### src/rtl/obi_pkg.sv
// obi_pkg: shared OBI request/response struct types
package obi_pkg;
  typedef struct packed {
    logic        req;
    logic        we;
    logic [3:0]  be;
    logic [31:0] addr;
    logic [31:0] wdata;
  } obi_req_t;
  typedef struct packed {
    logic        gnt;
    logic        rvalid;
    logic [31:0] rdata;
  } obi_resp_t;
endpackage

### src/rtl/tinyodin_spike_pkg.sv
// tinyodin_spike_pkg: spike word width and clear FSM states
package tinyodin_spike_pkg;
  localparam int SPIKE_W = 32;
  typedef enum logic {IDLE, CLEAR} state_t;
endpackage

### src/rtl/sram_spike.sv
// sram_spike: single-port synchronous spike word array, byte write mask, 1-cycle read
module sram_spike
  import tinyodin_spike_pkg::*;
#(
  parameter int DEPTH = 8,
  parameter int AW = $clog2(DEPTH)
) (
  input  logic               clk,
  input  logic               en,
  input  logic               we,
  input  logic [3:0]         be,
  input  logic [AW-1:0]      addr,
  input  logic [SPIKE_W-1:0] wdata,
  output logic [SPIKE_W-1:0] rdata
);
  logic [SPIKE_W-1:0] mem [DEPTH];
  // writes merge enabled bytes; reads leave rdata holding the last word read
  always_ff @(posedge clk) begin
    if (en) begin
      if (we) begin
        for (int i = 0; i < 4; i++)
          if (be[i]) mem[addr][8*i +: 8] <= wdata[8*i +: 8];
      end else begin
        rdata <= mem[addr];
      end
    end
  end
endmodule

### src/rtl/spike_obi_responder.sv
// spike_obi_responder: OBI slave over the spike bitmap SRAM, shared with the filter read path and a bulk clear
module spike_obi_responder
  import tinyodin_spike_pkg::*;
#(
  parameter int  N      = 256,
  parameter int  ADDR_W = $clog2(N) - 3,
  parameter int  DEPTH  = N / 32,
  parameter type req_t  = obi_pkg::obi_req_t,
  parameter type rsp_t  = obi_pkg::obi_resp_t
) (
  input  logic               CLK,
  input  logic               RST,
  input  req_t               tinyODIN_slave_req_i,
  output rsp_t               tinyODIN_slave_resp_o,
  input  logic               filter_en_i,
  input  logic [ADDR_W-1:0]  filter_addr_i,
  output logic [SPIKE_W-1:0] filter_rdata_o,
  output logic               filter_valid_o,
  input  logic               clear_i,
  output logic               clear_busy_o,
  output logic               clear_done_o
);
  localparam int AW = $clog2(DEPTH);
  req_t req;
  state_t state, state_n;
  logic [AW-1:0] clr_cnt, sram_addr;
  logic [ADDR_W-1:0] obi_idx;
  logic idle, last, gnt, obi_ok, flt_ok;
  logic sram_en, sram_we;
  logic [3:0] sram_be;
  logic [SPIKE_W-1:0] sram_wdata, sram_rdata;
  logic rvalid_q, obi_rd_q, flt_valid_q, flt_ok_q;
  logic unused_addr;
  assign req = tinyODIN_slave_req_i;
  assign unused_addr = ^req.addr[1:0];
  assign idle = state == IDLE;
  assign last = clr_cnt == AW'(DEPTH - 1);
  assign obi_idx = req.addr[ADDR_W+1:2];
  assign obi_ok = req.addr[31:ADDR_W+2] == '0 && obi_idx < ADDR_W'(DEPTH);
  assign flt_ok = filter_addr_i < ADDR_W'(DEPTH);
  // a clear request owns the next cycle, so it blocks OBI in its own cycle too
  assign gnt = req.req & ~filter_en_i & ~clear_i & idle;
  // state register
  always_ff @(posedge CLK) begin
    if (RST) state <= IDLE;
    else state <= state_n;
  end
  // clear word counter, parked at zero while idle
  always_ff @(posedge CLK) begin
    if (RST || idle) clr_cnt <= '0;
    else clr_cnt <= clr_cnt + 1'b1;
  end
  // next state: clear_i only matters when idle
  always_comb begin
    state_n = idle ? (clear_i ? CLEAR : IDLE) : (last ? IDLE : CLEAR);
  end
  // port mux, priority clear > filter > OBI; out-of-range accesses never touch the array
  always_comb begin
    clear_busy_o = !idle;
    clear_done_o = !idle && last;
    sram_en      = !idle || (filter_en_i && flt_ok) || (gnt && obi_ok);
    sram_we      = !idle || (!filter_en_i && req.we);
    sram_be      = (!idle || req.be == 4'b0000) ? 4'hF : req.be;
    sram_addr    = !idle ? clr_cnt : filter_en_i ? filter_addr_i[AW-1:0] : obi_idx[AW-1:0];
    sram_wdata   = !idle ? '0 : req.wdata;
  end
  // response tracking: one rvalid per grant, read data gated so writes and misses return zero
  always_ff @(posedge CLK) begin
    if (RST) begin
      rvalid_q    <= 1'b0;
      obi_rd_q    <= 1'b0;
      flt_valid_q <= 1'b0;
      flt_ok_q    <= 1'b0;
    end else begin
      rvalid_q    <= gnt;
      obi_rd_q    <= gnt & ~req.we & obi_ok;
      flt_valid_q <= filter_en_i & idle;
      flt_ok_q    <= flt_ok;
    end
  end
  assign tinyODIN_slave_resp_o.gnt    = gnt;
  assign tinyODIN_slave_resp_o.rvalid = rvalid_q;
  assign tinyODIN_slave_resp_o.rdata  = obi_rd_q ? sram_rdata : '0;
  assign filter_valid_o = flt_valid_q;
  assign filter_rdata_o = (flt_valid_q && flt_ok_q) ? sram_rdata : '0;
  sram_spike #(.DEPTH(DEPTH)) u_sram (
    .clk   (CLK),
    .en    (sram_en),
    .we    (sram_we),
    .be    (sram_be),
    .addr  (sram_addr),
    .wdata (sram_wdata),
    .rdata (sram_rdata)
  );
endmodule

### config.mk
export PLATFORM = sky130hd
export DESIGN_NAME = spike_obi_responder
export DESIGN_NICKNAME = d
export VERILOG_FILES = /design/src/rtl/obi_pkg.sv /design/src/rtl/tinyodin_spike_pkg.sv /design/src/rtl/sram_spike.sv /design/src/rtl/spike_obi_responder.sv
export SDC_FILE = /design/constraint.sdc
export NUM_CORES = 1
export LEC_CHECK = 0
export CAP_MARGIN = 20
export CORE_AREA = 2 2 168 170
export CTS_BUF_LIST = sky130_fd_sc_hd__clkbuf_8
export DETAILED_ROUTE_END_ITERATION = 16
export DIE_AREA = 0 0 170 172
export PLACE_DENSITY_LB_ADDON = 0.12
export SLEW_MARGIN = 20
export SYNTH_ARGS = -nofsm -noshare
export SYNTH_HDL_FRONTEND = slang
export SYNTH_SLANG_ARGS = --single-unit
### constraint.sdc
create_clock -name CLK -period 3.3 [get_ports CLK]
set_clock_uncertainty 0.1 [all_clocks]
set_input_delay 0.33 -clock CLK [delete_from_list [all_inputs] [get_ports CLK]]
set_output_delay 0.33 -clock CLK [all_outputs]
set_load 0.02 [all_outputs]
==> run summary <==
CTS tree = yes
Synth Cell Area = 0.01247 sq mm
Final Setup Violations = 0
port buffer count = 145
Vias = 8040
largest net degree at the start of global routing = 42
Hold Buf Count CTS = 0
Inserted Clock Buffers = 48
sw power = 0.001885 W
crit path DAT = 2.38 ns
final core occ = 56.54%
Clock transition at path regs = 0.06 ns
Max Cap Violations = 0
average wire per standard cell = 22.64 um
Hold Crit Endpoint = flt_ok_q$_SDFF_PP0_
cell-internal power = 0.006033 W
Detailed Route WL = 31940 um
clk buf depth = 3
Sw Share = 23.81%
Crit Path Class = reg -> out
mux contribution to synthesized area = 5.757%
commonest non-fill, non-tap cell in the layout = edfxtp_1
Combinational Power Share = 11.1%
worst reg2reg path depth = 6
HP Start = filter_addr_i[4]
FF-to-FF Start = clear_busy_o$_SDFF_PP0_
post-DP HPWL = 20110 um
Synth Area in Compound Gates = 11.48%
outcome = finished, final reports clean
hold depth = 2
CP Launch Type = flip-flop
CTS root buffer = clkbuf_8
synthesized flop and latch total = 296
Netlist cell types = 48
row count = 61
Via density = 5.698
Total GRT Usage = 22.13%
share of the synthesized area in the top cell type = 69.33%
post-CTS sizing = 0
CP endpoint kind = primary output
Area contributors post-synth = edfxtp_1 69%, a221oi_1 4.8%, mux2i_1 4.3%, nor2_1 2.4%, a22oi_1 2.3%
Worst Path Required = 2.87 ns
register area share after synthesis = 70.61%
Clk pwr share = 34.9%
Post-synth EDFFs = 288
reg-to-reg endpoint = u_sram.mem[1][13]$_DFFE_PP_
Reg2Reg Setup Slack = 0.71 ns
initial antenna violation count = 0
Chip Width = 170 um
Seq pwr share = 54.0%
most frequent cells in the layout = 288 x edfxtp_1, 145 x clkdlybuf4s50_1, 78 x nor2_1
ANT nets after route = 0
hold crit path type = in -> reg
Initial DRC Count = 694
Worst VDD drop = 262.2 uV
Mean Syn Cell Area = 15.21 sq um
clock period minus worst slack = 2.807 ns
leading area contributor after synthesis = edfxtp_1
die height = 172 um
Synth Area in Simple Gates = 9.488%
crit share post-route = 85.05%
Tightest Pin Transition = 0.7163 ns
post-synthesis adder-cell area fraction = 0.2006%
Boundary Pins = 148
ant diodes = 0
Synth Flop Type = edfxtp_1
# fillers = 2244
GRT overflow = 0
Setup TNS Final = 0 ns
largest family of logic cells by synthesized area = compound AO/OA/AOI/OAI gates
die area = 0.02924 sq mm
Starting Density = 45.40%
unrepaired setup endpoints after global routing = false
fmax = 356.3 MHz
slew margin rel. = 52.19%
number of nets in the layout = 1108
critical path peak fanout = 16
Synth async-reset ratio = 0%
layout cells sized above 1 = 15.21%
PD cells = 509.7 mW/mm^2
yosys warns = 0
Synth Area in XOR/XNOR = 0%
Max Slew Vio Count = 0
syn nets = 901
first-pass GRT wire length = 47710 um
vias in the first global route = 8050
H-tree Lvls = 2
CTS sink count = 296
Setup crit start = clr_cnt[0]$_SDFF_PP0_
area growth from synthesis to layout = 24.53%
Core Area = 0.02748 sq mm
Final Hold Viols = 0
number of post-CTS setup repair buffers = 0
Skew-Pair Late Insertion Delay = 0.54 ns
TritonRoute pass-1 iters = 4
Leak = 5.259 nW
drt drc = 0
RD Place Congestion = 0.7724
cell count after synthesis = 820
## power groups by stage
stage          clock network [W]  logic (W)  registers (W)
2_1_floorplan                  0   0.000512        0.00434
3_3_place_gp                   0   0.000864        0.00435
3_5_place_dp                   0   0.000878        0.00435
4_1_cts                  0.00283   0.000882        0.00428
5_1_grt                  0.00300   0.000946        0.00428
6_report                 0.00277   0.000876        0.00428
## cells in the mapped netlist, types with 4 or more instances
cell      count
and2_1       33
o22a_1       20
a221oi_1     69
mux2_2       12
a22oi_1      39
clkbuf_1     26
buf_6         4
o211ai_1     19
buf_2        22
o21ai_1       4
nor2_1       81
nor3b_1       4
mux2i_1      53
nor4_1        7
edfxtp_1    288
dfxtp_1       8
nand2_1      12
nor2b_1      34
o22ai_1      12
and3_1       33
## area by class of cell
| class | instances | area (sq um) | share of cell area [%] |
|---|---|---|---|
| clock inverter | 37 | 155.1 | 0.9987 |
| multi-input combinational | 465 | 3367 | 21.67 |
| timing repair buffer | 214 | 2059 | 13.26 |
| clock buffer | 51 | 701.9 | 4.518 |
| inverter | 2 | 7.507 | 0.04832 |
| tap | 346 | 432.9 | 2.787 |
| sequential | 296 | 8811 | 56.72 |
## per-stage QoR
stage / cells / total power (W) / setup slack, ns / hold WS (ns) / cell area (sq um)
after floorplan: 820 / 0.004847 / 0.7259 / 0.3068 / 12470
after global placement: 1321 / 0.005215 / 0.1019 / 0.4456 / 14650
after detailed placement: 1323 / 0.005232 / 0.2616 / 0.4503 / 14680
after CTS: 1411 / 0.007992 / 0.4359 / 0.2251 / 15530
after global routing: 1411 / 0.008223 / 0.3727 / 0.2481 / 15530
final: 1411 / 0.007919 / 0.4934 / 0.2625 / 15530
## cell families after synthesis
logic type,count (synthesis)
simple gates,220
fa+ha+maj,2
compound gates,175
mux,68
flops,296
buf+inv,59
## layer usage
metal | vias to the layer above | global-route usage [%] | part of all wire (%)
met4 | 0 | 7.172 | 2.4
li1 | 3713 | - | -
met5 | - | 0 | 0
met3 | 56 | 3.365 | 5.0
met1 | 4021 | 30.32 | 44
met2 | 250 | 36.65 | 48
## critical path, cell delays in order (launching register included)
cell and delay, ns:
dfxtp_2 0.68, ha_1 0.25, ha_1 0.13, and2_1 0.15, clkdlybuf4s50_1 0.62
## worst max-delay path by stage
stage,end,slack [ns],depth (start not counted)
finish,clear_done_o,0.49,4
global placement,u_sram.rdata[13]$_DFFE_PP_,0.10,6
floorplan,u_sram.mem[2][0]$_DFFE_PP_,0.73,8
detailed placement,u_sram.mem[2][5]$_DFFE_PP_,0.26,7
global route,clear_done_o,0.37,4
CTS,clear_done_o,0.44,4
## sequential cells by signal (all words and copies together), names as in the netlist
name            count
u_sram.mem        256
u_sram.rdata       32
clr_cnt             3
clear_busy_o        1
filter_valid_o      1
flt_ok_q            1
obi_rd_q            1
rvalid_q            1
Note: power is estimated with default switching activity, not from simulation.
